--- src/rtl/spi_pkg.sv ---
// Shared types and defaults for the SPI transfer queue.
package spi_pkg;

    // Default word width, FIFO depth and completion timeout
    localparam int DefBits    = 8;
    localparam int DefDepth   = 4;
    localparam int DefTimeout = 64;

    // Transfer sequencer states
    typedef enum logic [1:0] {
        StIdle,
        StStart,
        StWait,
        StStore
    } state_e;

    // Width of the timeout counter; never narrower than one bit
    function automatic int cnt_width(input int timeout);
        return (timeout < 2) ? 1 : $clog2(timeout);
    endfunction

endpackage

--- src/rtl/spi_xfer_queue_if.sv ---
// Producer/consumer streams plus the SPI master control bus of the queue.
interface spi_xfer_queue_if #(
    parameter int BITS = 8
);
    logic [BITS-1:0] tx_data;
    logic            tx_valid;
    logic            tx_ready;
    logic [BITS-1:0] rx_data;
    logic            rx_valid;
    logic            rx_ready;
    logic            spi_start;
    logic [BITS-1:0] spi_tx;
    logic [BITS-1:0] spi_rx;
    logic            spi_done;

    // Queue side
    modport slave (
        input  tx_data, tx_valid, rx_ready, spi_rx, spi_done,
        output tx_ready, rx_data, rx_valid, spi_start, spi_tx
    );

    // Producer, consumer and SPI master side
    modport master (
        output tx_data, tx_valid, rx_ready, spi_rx, spi_done,
        input  tx_ready, rx_data, rx_valid, spi_start, spi_tx
    );
endinterface

--- src/rtl/spi_sync_fifo.sv ---
// Registered synchronous FIFO, no fall-through. Extra pointer MSB tells full from empty.
module spi_sync_fifo #(
    parameter int BITS  = 8,
    parameter int DEPTH = 4
) (
    input  logic            clk,
    input  logic            rst_n,
    input  logic [BITS-1:0] wdata,
    input  logic            wvalid,
    output logic            wready,
    output logic [BITS-1:0] rdata,
    output logic            rvalid,
    input  logic            rready
);
    localparam int AW = $clog2(DEPTH);

    logic [AW:0]     wptr_q, rptr_q;
    logic [BITS-1:0] mem_q [DEPTH];
    logic            empty, full, push, pop;

    assign empty  = (wptr_q == rptr_q);
    assign full   = (wptr_q[AW] != rptr_q[AW]) && (wptr_q[AW-1:0] == rptr_q[AW-1:0]);
    assign pop    = rready && !empty;
    // A write into a full FIFO is taken only when the head leaves in the same cycle;
    // wready itself reports occupancy alone.
    assign push   = wvalid && (!full || pop);
    assign wready = !full;
    assign rvalid = !empty;
    assign rdata  = empty ? '0 : mem_q[rptr_q[AW-1:0]];

    // Pointer update
    always_ff @(posedge clk or negedge rst_n) begin
        if (!rst_n) begin
            wptr_q <= '0;
            rptr_q <= '0;
        end else begin
            if (push) wptr_q <= wptr_q + (AW+1)'(1);
            if (pop)  rptr_q <= rptr_q + (AW+1)'(1);
        end
    end

    // Storage write
    always_ff @(posedge clk) begin
        if (push) mem_q[wptr_q[AW-1:0]] <= wdata;
    end

endmodule

--- src/rtl/spi_xfer_queue.sv ---
// Queues words for the SPI master, one start pulse per word, and collects replies.
module spi_xfer_queue
    import spi_pkg::*;
#(
    parameter int BITS    = DefBits,
    parameter int DEPTH   = DefDepth,
    parameter int TIMEOUT = DefTimeout
) (
    input  logic             clk,
    input  logic             rst_n,
    spi_xfer_queue_if.slave  bus,
    output logic             busy,
    output logic             timeout_err
);
    localparam int CW = cnt_width(TIMEOUT);

    state_e          state_q, state_d;
    logic [CW-1:0]   cnt_q, cnt_d;
    logic [BITS-1:0] spi_tx_q, spi_tx_d;
    logic [BITS-1:0] cap_q, cap_d;
    logic            err_q, err_d;

    logic [BITS-1:0] tx_head;
    logic            tx_nonempty, tx_pop;
    logic            rx_not_full, rx_push;
    logic            tx_accept, rx_popping;

    assign tx_accept  = bus.tx_valid && bus.tx_ready;
    assign rx_popping = bus.rx_valid && bus.rx_ready;

    spi_sync_fifo #(.BITS(BITS), .DEPTH(DEPTH)) u_tx_fifo (
        .clk    (clk),
        .rst_n  (rst_n),
        .wdata  (bus.tx_data),
        .wvalid (tx_accept),
        .wready (bus.tx_ready),
        .rdata  (tx_head),
        .rvalid (tx_nonempty),
        .rready (tx_pop)
    );

    spi_sync_fifo #(.BITS(BITS), .DEPTH(DEPTH)) u_rx_fifo (
        .clk    (clk),
        .rst_n  (rst_n),
        .wdata  (cap_q),
        .wvalid (rx_push),
        .wready (rx_not_full),
        .rdata  (bus.rx_data),
        .rvalid (bus.rx_valid),
        .rready (bus.rx_ready)
    );

    assign bus.spi_tx  = spi_tx_q;
    assign timeout_err = err_q;
    assign busy        = (state_q != StIdle) || tx_nonempty;

    // Sequencer state, timeout counter, held TX word, captured RX word, sticky error
    always_ff @(posedge clk or negedge rst_n) begin
        if (!rst_n) begin
            state_q  <= StIdle;
            cnt_q    <= '0;
            spi_tx_q <= '0;
            cap_q    <= '0;
            err_q    <= 1'b0;
        end else begin
            state_q  <= state_d;
            cnt_q    <= cnt_d;
            spi_tx_q <= spi_tx_d;
            cap_q    <= cap_d;
            err_q    <= err_d;
        end
    end

    // Next-state and control outputs
    always_comb begin
        state_d       = state_q;
        cnt_d         = cnt_q;
        spi_tx_d      = spi_tx_q;
        cap_d         = cap_q;
        err_d         = err_q;
        tx_pop        = 1'b0;
        rx_push       = 1'b0;
        bus.spi_start = 1'b0;
        unique case (state_q)
            StIdle: begin
                if (tx_nonempty) begin
                    tx_pop   = 1'b1;
                    spi_tx_d = tx_head;
                    state_d  = StStart;
                end
            end
            StStart: begin
                bus.spi_start = 1'b1;
                cnt_d         = '0;
                state_d       = StWait;
            end
            StWait: begin
                cnt_d = cnt_q + CW'(1);
                // done wins over a timeout in the same cycle
                if (bus.spi_done) begin
                    cap_d   = bus.spi_rx;
                    state_d = StStore;
                end else if (cnt_q == CW'(TIMEOUT - 1)) begin
                    err_d   = 1'b1;
                    state_d = StIdle;
                end
            end
            StStore: begin
                // Hold the captured word until the RX FIFO can take it
                if (rx_not_full || rx_popping) begin
                    rx_push = 1'b1;
                    state_d = StIdle;
                end
            end
        endcase
    end

endmodule

--- src/flat_wrapper.sv ---
// flat-port wrapper written by rule: the top's interface ports become plain ports
module spi_xfer_queue_flat import spi_pkg::*;
#(
    parameter int BITS    = DefBits,
    parameter int DEPTH   = DefDepth,
    parameter int TIMEOUT = DefTimeout
)
  (clk, rst_n, busy, timeout_err, bus_tx_data, bus_tx_valid, bus_rx_ready, bus_spi_rx, bus_spi_done, bus_tx_ready, bus_rx_data, bus_rx_valid, bus_spi_start, bus_spi_tx);
  spi_xfer_queue_if #(.BITS(BITS)) bus_i ();
  input  logic clk;
  input  logic rst_n;
  output logic busy;
  output logic timeout_err;
  input wire logic [$bits(bus_i.tx_data)-1:0] bus_tx_data;
  input wire logic [$bits(bus_i.tx_valid)-1:0] bus_tx_valid;
  input wire logic [$bits(bus_i.rx_ready)-1:0] bus_rx_ready;
  input wire logic [$bits(bus_i.spi_rx)-1:0] bus_spi_rx;
  input wire logic [$bits(bus_i.spi_done)-1:0] bus_spi_done;
  output wire logic [$bits(bus_i.tx_ready)-1:0] bus_tx_ready;
  output wire logic [$bits(bus_i.rx_data)-1:0] bus_rx_data;
  output wire logic [$bits(bus_i.rx_valid)-1:0] bus_rx_valid;
  output wire logic [$bits(bus_i.spi_start)-1:0] bus_spi_start;
  output wire logic [$bits(bus_i.spi_tx)-1:0] bus_spi_tx;
  assign bus_i.tx_data = bus_tx_data;
  assign bus_i.tx_valid = bus_tx_valid;
  assign bus_i.rx_ready = bus_rx_ready;
  assign bus_i.spi_rx = bus_spi_rx;
  assign bus_i.spi_done = bus_spi_done;
  assign bus_tx_ready = bus_i.tx_ready;
  assign bus_rx_data = bus_i.rx_data;
  assign bus_rx_valid = bus_i.rx_valid;
  assign bus_spi_start = bus_i.spi_start;
  assign bus_spi_tx = bus_i.spi_tx;
  spi_xfer_queue #(.BITS(BITS), .DEPTH(DEPTH), .TIMEOUT(TIMEOUT)) u_core (.clk(clk), .rst_n(rst_n), .bus(bus_i), .busy(busy), .timeout_err(timeout_err));
endmodule
--- config.mk ---
export PLATFORM = sky130hd
export DESIGN_NAME = spi_xfer_queue_flat
export DESIGN_NICKNAME = d
export VERILOG_FILES = /design/src/rtl/spi_pkg.sv /design/src/rtl/spi_xfer_queue_if.sv /design/src/rtl/spi_sync_fifo.sv /design/src/rtl/spi_xfer_queue.sv /design/src/flat_wrapper.sv
export SDC_FILE = /design/constraint.sdc
export NUM_CORES = 1
export LEC_CHECK = 0
export CORE_MARGIN = 2
export CORE_UTILIZATION = 30
export DETAILED_ROUTE_END_ITERATION = 10
export PLACE_DENSITY = 0.57
export SYNTH_ARGS = -nofsm -noshare
export SYNTH_HDL_FRONTEND = slang
export SYNTH_SLANG_ARGS = --single-unit
--- constraint.sdc ---
create_clock -name clk -period 2.65 [get_ports clk]
set_clock_uncertainty 0.15 [all_clocks]
set_input_delay 0.53 -clock clk [delete_from_list [all_inputs] [get_ports clk]]
set_output_delay 0.53 -clock clk [all_outputs]
set_load 0.005 [all_outputs]
After elaboration in Yosys (flattened, before gate mapping) --
Memory sizes are Yosys's and may differ from the RTL's. A register that Yosys moved wholly into a read port is not among the register bits. Cells that the tools add are included.
Operators by class: bitwise gates (word level) 2, $add $sub $neg 5, reduce and logical (&&, ||, !) cells 22, eq/ne operators 13, mux-type cells 16
Operator list (number):
- $add 3x1->3 const B | 4
- $pmux 6 s2 | 1
- $mux 1 | 9
- $mux 2 | 4
- $mux 8 | 1
- $pmux 2 s4 | 1
- $logic_and 1x1->1 | 7
- $add 6x1->6 const B | 1
- $eq 3x3->1 | 2
- $eq 6x6->1 const B | 1
- $reduce_and 3->1 | 2
- $logic_not 1->1 | 5
- $eq 2x2->1 | 2
- $eq 2x2->1 const B | 2
- $reduce_and 2->1 | 2
- $reduce_bool 2->1 | 2
- $logic_or 1x1->1 | 3
- $ne 3x2->1 const B | 1
- $eq 2x1->1 const B | 1
- $logic_not 2->1 | 1
- $ne 1x1->1 | 2
- $ne 2x1->1 const B | 1
- $ne 2x2->1 const B | 1
- $not 1->1 | 2
Storage, ports and cells: RAM bits 64, logic and storage cells 68, output and inout port bits 21, memories 2, bits in registers 29, input port bits 21
Memories:
- u_core.u_rx_fifo.mem_q | depth 4, width 8, read ports 1, clocked after Yosys merged registers in 0, wr ports 1, RTL line spi_sync_fifo.sv:18 | logic [BITS-1:0] mem_q [DEPTH];
- u_core.u_tx_fifo.mem_q | depth 4, width 8, read ports 1, clocked after Yosys merged registers in 1, wr ports 1, RTL line spi_sync_fifo.sv:18

Depth between registers and ports, before layout --
Gate-level depths: netlist of the first run.
word-level depth 9, depth in mapped cells 7, depth with buffers taken out 6

Hierarchy --
A second synthesis of the first run with hierarchy kept.
Unflattened totals: cells, all modules 265, area, all modules 4454.3 um^2
By module, submodules not included:
- spi_sync_fifo | area each 1652.8 um^2, cells each 86, instances 2, sequential area each 1111.1 um^2
- spi_xfer_queue | area each 1148.6 um^2, cells each 93, instances 1, sequential area each 625.6 um^2

Worst setup path after synthesis of the first run --
No wires, ideal clock.
path kind reg2out, start point reg u_core.u_rx_fifo.rptr_q[2], end point out bus_rx_data[0], buffers on the path 1, data arrival time 1.386 ns, slack 0.584 ns, cell stages (with the launch flop) 5, required time 1.970 ns, cells stage by stage dfrtp_1 > xnor2_1 > or3b_1 > buf_2 > and2_1
Between the ends: word-level cells in the longest chain between the ends 2
Ends and longest elaborated chain:
- from (decl) | RTL line spi_sync_fifo.sv:17 | logic [AW:0] wptr_q, rptr_q;
- from (signal assigned) | RTL line spi_sync_fifo.sv:38 | if (pop) rptr_q <= rptr_q + (AW+1)'(1);
- $eq 3x3->1 | RTL line spi_sync_fifo.sv:21 | assign empty = (wptr_q == rptr_q);
- $mux 8 | RTL line spi_sync_fifo.sv:29 | assign rdata = empty ? '0 : mem_q[rptr_q[AW-1:0]];
- to (decl) | RTL line flat_wrapper.sv:20 | output wire logic [$bits(bus_i.rx_data)-1:0] bus_rx_data;
Every way passes these cells.

Worst setup path in the final report of the first run --
start point reg u_core.u_rx_fifo.rptr_q[0], end point out bus_rx_data[6]
Between the ends: word-level cells in the longest chain between the ends 2, elaborated cells between the ends (all ways) 3, those cells by class eq/ne (1); mux (1); memory (1)
Ends and longest elaborated chain (RTL line):
- $mem_v2 4x8 / $eq 3x3->1 (equally long branches)
- $mux 8 (*) | spi_sync_fifo.sv:29
Mark *: on every way between the ends. The rest lies on a longest branch, timed or not.

==> qor.txt, run 1 <==
Post-layout min period = 2.58 ns
Unique masters post-synth = 34
Drc violations = 0
Post-Synthesis Cells = 251
Critical Path End Type = output port
Core area = 13900 um^2
Nets = 363
Yosys reg bits = 101
Worst Path Required = 1.97 ns
Power Density = 1170 nW/um^2
CTS buffer count = 9
Die area = 15300 um^2
Most used DFF post-synth = edfxtp_1
Vias/cell = 4.46
Vias in the first global route = 2442
Number of flops mapped to enable cells by yosys = 64
Via count = 2279
Final worst-path cycle share = 0.973
Port bufs = 41
Wire per inst = 15.5 um
Row cnt = 43
CP dominant cell by count = buf_6
Final Power = 6320 uW
Clk sink count = 101
Final Core Density = 0.389
Hold_ws = 0.0778 ns
Clock root buffer = clkbuf_16
Mapped Area = 4300 um^2
Total grt overflow = 0
Crit-path max cell delay = 0.51 ns
Ant diodes = 0
Die W = 124 um
DRT Pass-1 Iters = 4
Post-synth ARST share = 0.366
CP Data Arrival Time = 1.90 ns
Synthesis-to-layout area growth = 26.1%
Final Max Tran Viols = 0
Final Hold Fails = 0
CTS Buffer Depth = 2
Hpwl dp = 5.15 mm
Pleak = 0.00208 uW
I/O Pins = 42
Cell family with most CP delay = multiplexers
CP Cell Sequence = buf_6 > buf_6 > mux4_2 > and2_1 > dlygate4sd2_1
Worst hold-check path type = primary input to asynchronous set/reset pin
RSZ-0062 raised after global routing = true
IR drop worst, VDD = 0.000469 V
Critical path buffers and inverters = 3
Setup crit start kind = register
Gpl congestion = 0.705
Starting density of the core = 0.309
Initial antenna violation count = 0
Synth Warn # = 0
Cts hold-fix bufs = 0
Antenna-violating nets left = 0
Final TNS setup = 0 ns
Worst-path clk slew = 0.07 ns
Number of DRC markers in iteration 0 = 147
Syn Area/Cell = 17.1 um^2
Setup Viol. Count Final = 0
Register area share after synthesis = 0.662
Syn_nets = 288
Die span in y = 124 um
Clk Latency, worst-skew pair = 0.34 ns
CTS tree = done
Crit-path slowest cell = mux4_2
Wirelength, routed = 7.91 mm
Setup Crit Path Kind = register to output port
Global Route Usage Sum = 0.114
First-pass GRT wire length = 12.9 mm
Slew @ Worst Pin = 0.689 ns
H-tree Lvls = 3
CP Max Fanout = 4
Largest net degree at the start of global routing = 27
Fmax = 388 MHz
Status = completed
Share of post-route cells with drive strength above 1 = 0.287
MaxCap Viol Count = 0
Slew HR = 0.541
sequential cells by signal, summed over array words and instances, names as in the netlist:
register	cells
u_core.u_tx_fifo.wptr_q	3
u_core.u_rx_fifo.wptr_q	3
u_core.timeout_err	1
u_core.cap_q	8
u_core.cnt_q	6
u_core.state_q	2
u_core.u_tx_fifo.mem_q	32
u_core.bus.spi_tx	8
u_core.u_rx_fifo.rptr_q	3
u_core.u_tx_fifo.rptr_q	3
u_core.u_rx_fifo.mem_q	32
metal layers:
metal,global-route usage,share of wire
met1,0.140,0.44
met2,0.202,0.51
met3,0.0302,0.037
met4,0.0277,0.010
met5,0,0
cell families (layout without fill, tap and decap cells):
group	Yosys count	after routing	share of synthesized area
adder cells (fa/ha/maj)	16	16	0.0466
XOR/XNOR	16	16	0.0361
multiplexers	37	37	0.145
AND/OR/NAND/NOR	43	44	0.0541
buffers and inverters	23	102	0.0276
AO/OA/AOI/OAI	15	15	0.0282
flip-flops	101	101	0.662
worst register-to-register path, delay by kind of cell, from the launching register on:
family,cells,cell delay (ns)
adders and majority gates,1,0.35
and+or+nand+nor,1,0.38
DFF,1,0.40
buffers and inverters,1,0.15
muxes,1,0.40
Yosys cell counts, types with 4 or more instances:
| master | count | area (um^2) |
|---|---|---|
| ha_1 | 16 | 200 |
| inv_1 | 15 | 56.3 |
| mux4_1 | 8 | 210 |
| o21ai_0 | 6 | 30.0 |
| and2_1 | 12 | 75.1 |
| nand2_1 | 9 | 33.8 |
| xnor2_1 | 9 | 78.8 |
| dfrtp_1 | 37 | 926 |
| mux4_2 | 8 | 180 |
| xor2_1 | 5 | 43.8 |
| nor2_1 | 7 | 26.3 |
| buf_6 | 4 | 45.0 |
| edfxtp_1 | 64 | 1920 |
| mux2_2 | 19 | 214 |
| nand3_1 | 5 | 25.0 |
per-stage QoR:
stage	setup WS, ns	cell area, um^2	std cells
3_5_place_dp	0.140	5030	485
5_1_grt	-0.0127	5420	511
3_3_place_gp	0.162	5030	485
2_1_floorplan	0.584	4300	251
4_1_cts	0.00245	5380	508
6_report	0.0728	5420	511
where the power goes:
group | switching (uW) | total, uW | internal [uW] | leakage, uW
Sequential | 279 | 2480 | 2200 | 0.00103
Clock | 615 | 1280 | 668 | 0.000147
Combinational | 1090 | 2560 | 1460 | 0.000900
Total | 1990 | 6320 | 4340 | 0.00208
cells in the final DEF (no fill, tap or decap), types with 2 or more instances in the layout:
master           count
clkbuf_16            9
xnor2_2              2
dfrtp_2              3
dlygate4sd2_1        3
mux4_1               3
dfrtp_1             34
xor2_2               2
a21o_1               2
buf_4               27
nand2_1              9
clkdlybuf4s50_1     32
and2_4               2
xor2_1               5
clkinv_8             2
nor2b_1              2
inv_1               15
or3b_4               2
inv_6                4
mux2_2              19
o21ai_0              6
a21oi_1              2
edfxtp_1            64
ha_1                16
mux2i_1              2
nand3_1              5
mux4_2              13
clkdlybuf4s15_1      5
and2_1              10
nor2_1               7
xnor2_1              7
nand4_1              2
buf_6                3
final timing paths:
| path | from | to | slack (ns) | cells after the start |
|---|---|---|---|---|
| max | u_core.u_rx_fifo.rptr_q[0] | bus_rx_data[6] | 0.07 | 5 |
| min | rst_n | u_core.cnt_q[3] | 0.08 | 1 |
| max reg2reg | u_core.state_q[0] | u_core.cap_q[6] | 0.70 | 4 |
| min reg2reg | u_core.timeout_err | u_core.timeout_err | 0.31 | 1 |
| max in group asynchronous | rst_n | u_core.u_tx_fifo.rptr_q[2] | 1.67 | 2 |
| min in group clk | u_core.timeout_err | u_core.timeout_err | 0.31 | 1 |
cell type report:
| class | instances | area (um^2) |
|---|---|---|
| Clock buffer | 9 | 225 |
| Multi-Input combinational cell | 128 | 1350 |
| Timing Repair Buffer | 71 | 638 |
| Fill cell | 1300 | 8510 |
| Sequential cell | 101 | 2850 |
| Clock inverter | 7 | 76.3 |
| Tap cell | 180 | 225 |
| Inverter | 15 | 56.3 |
what timing repair did:
item	4_1_cts	5_1_grt
pin swaps	3	5
setup endpoints to repair	9	5
endpoints found under the hold margin	0	0
cloned	1	0
setup buffers	6	3
resized for setup	20	10
No activity file was read; power rests on OpenSTA's default activity.
==> run 2: changes to the inputs <==
--- a/config.mk
+++ b/config.mk
@@ -5,9 +5,11 @@
 export SDC_FILE = /design/constraint.sdc
 export NUM_CORES = 1
 export LEC_CHECK = 0
+export ABC_CLOCK_PERIOD_IN_PS = 2650
 export CORE_MARGIN = 2
 export CORE_UTILIZATION = 30
 export DETAILED_ROUTE_END_ITERATION = 10
+export GPL_ROUTABILITY_DRIVEN = 0
 export PLACE_DENSITY = 0.57
 export SYNTH_ARGS = -nofsm -noshare
 export SYNTH_HDL_FRONTEND = slang
==> results of run 2 <==
No change in the layout: final DEF, timing and power equal those of run 1.
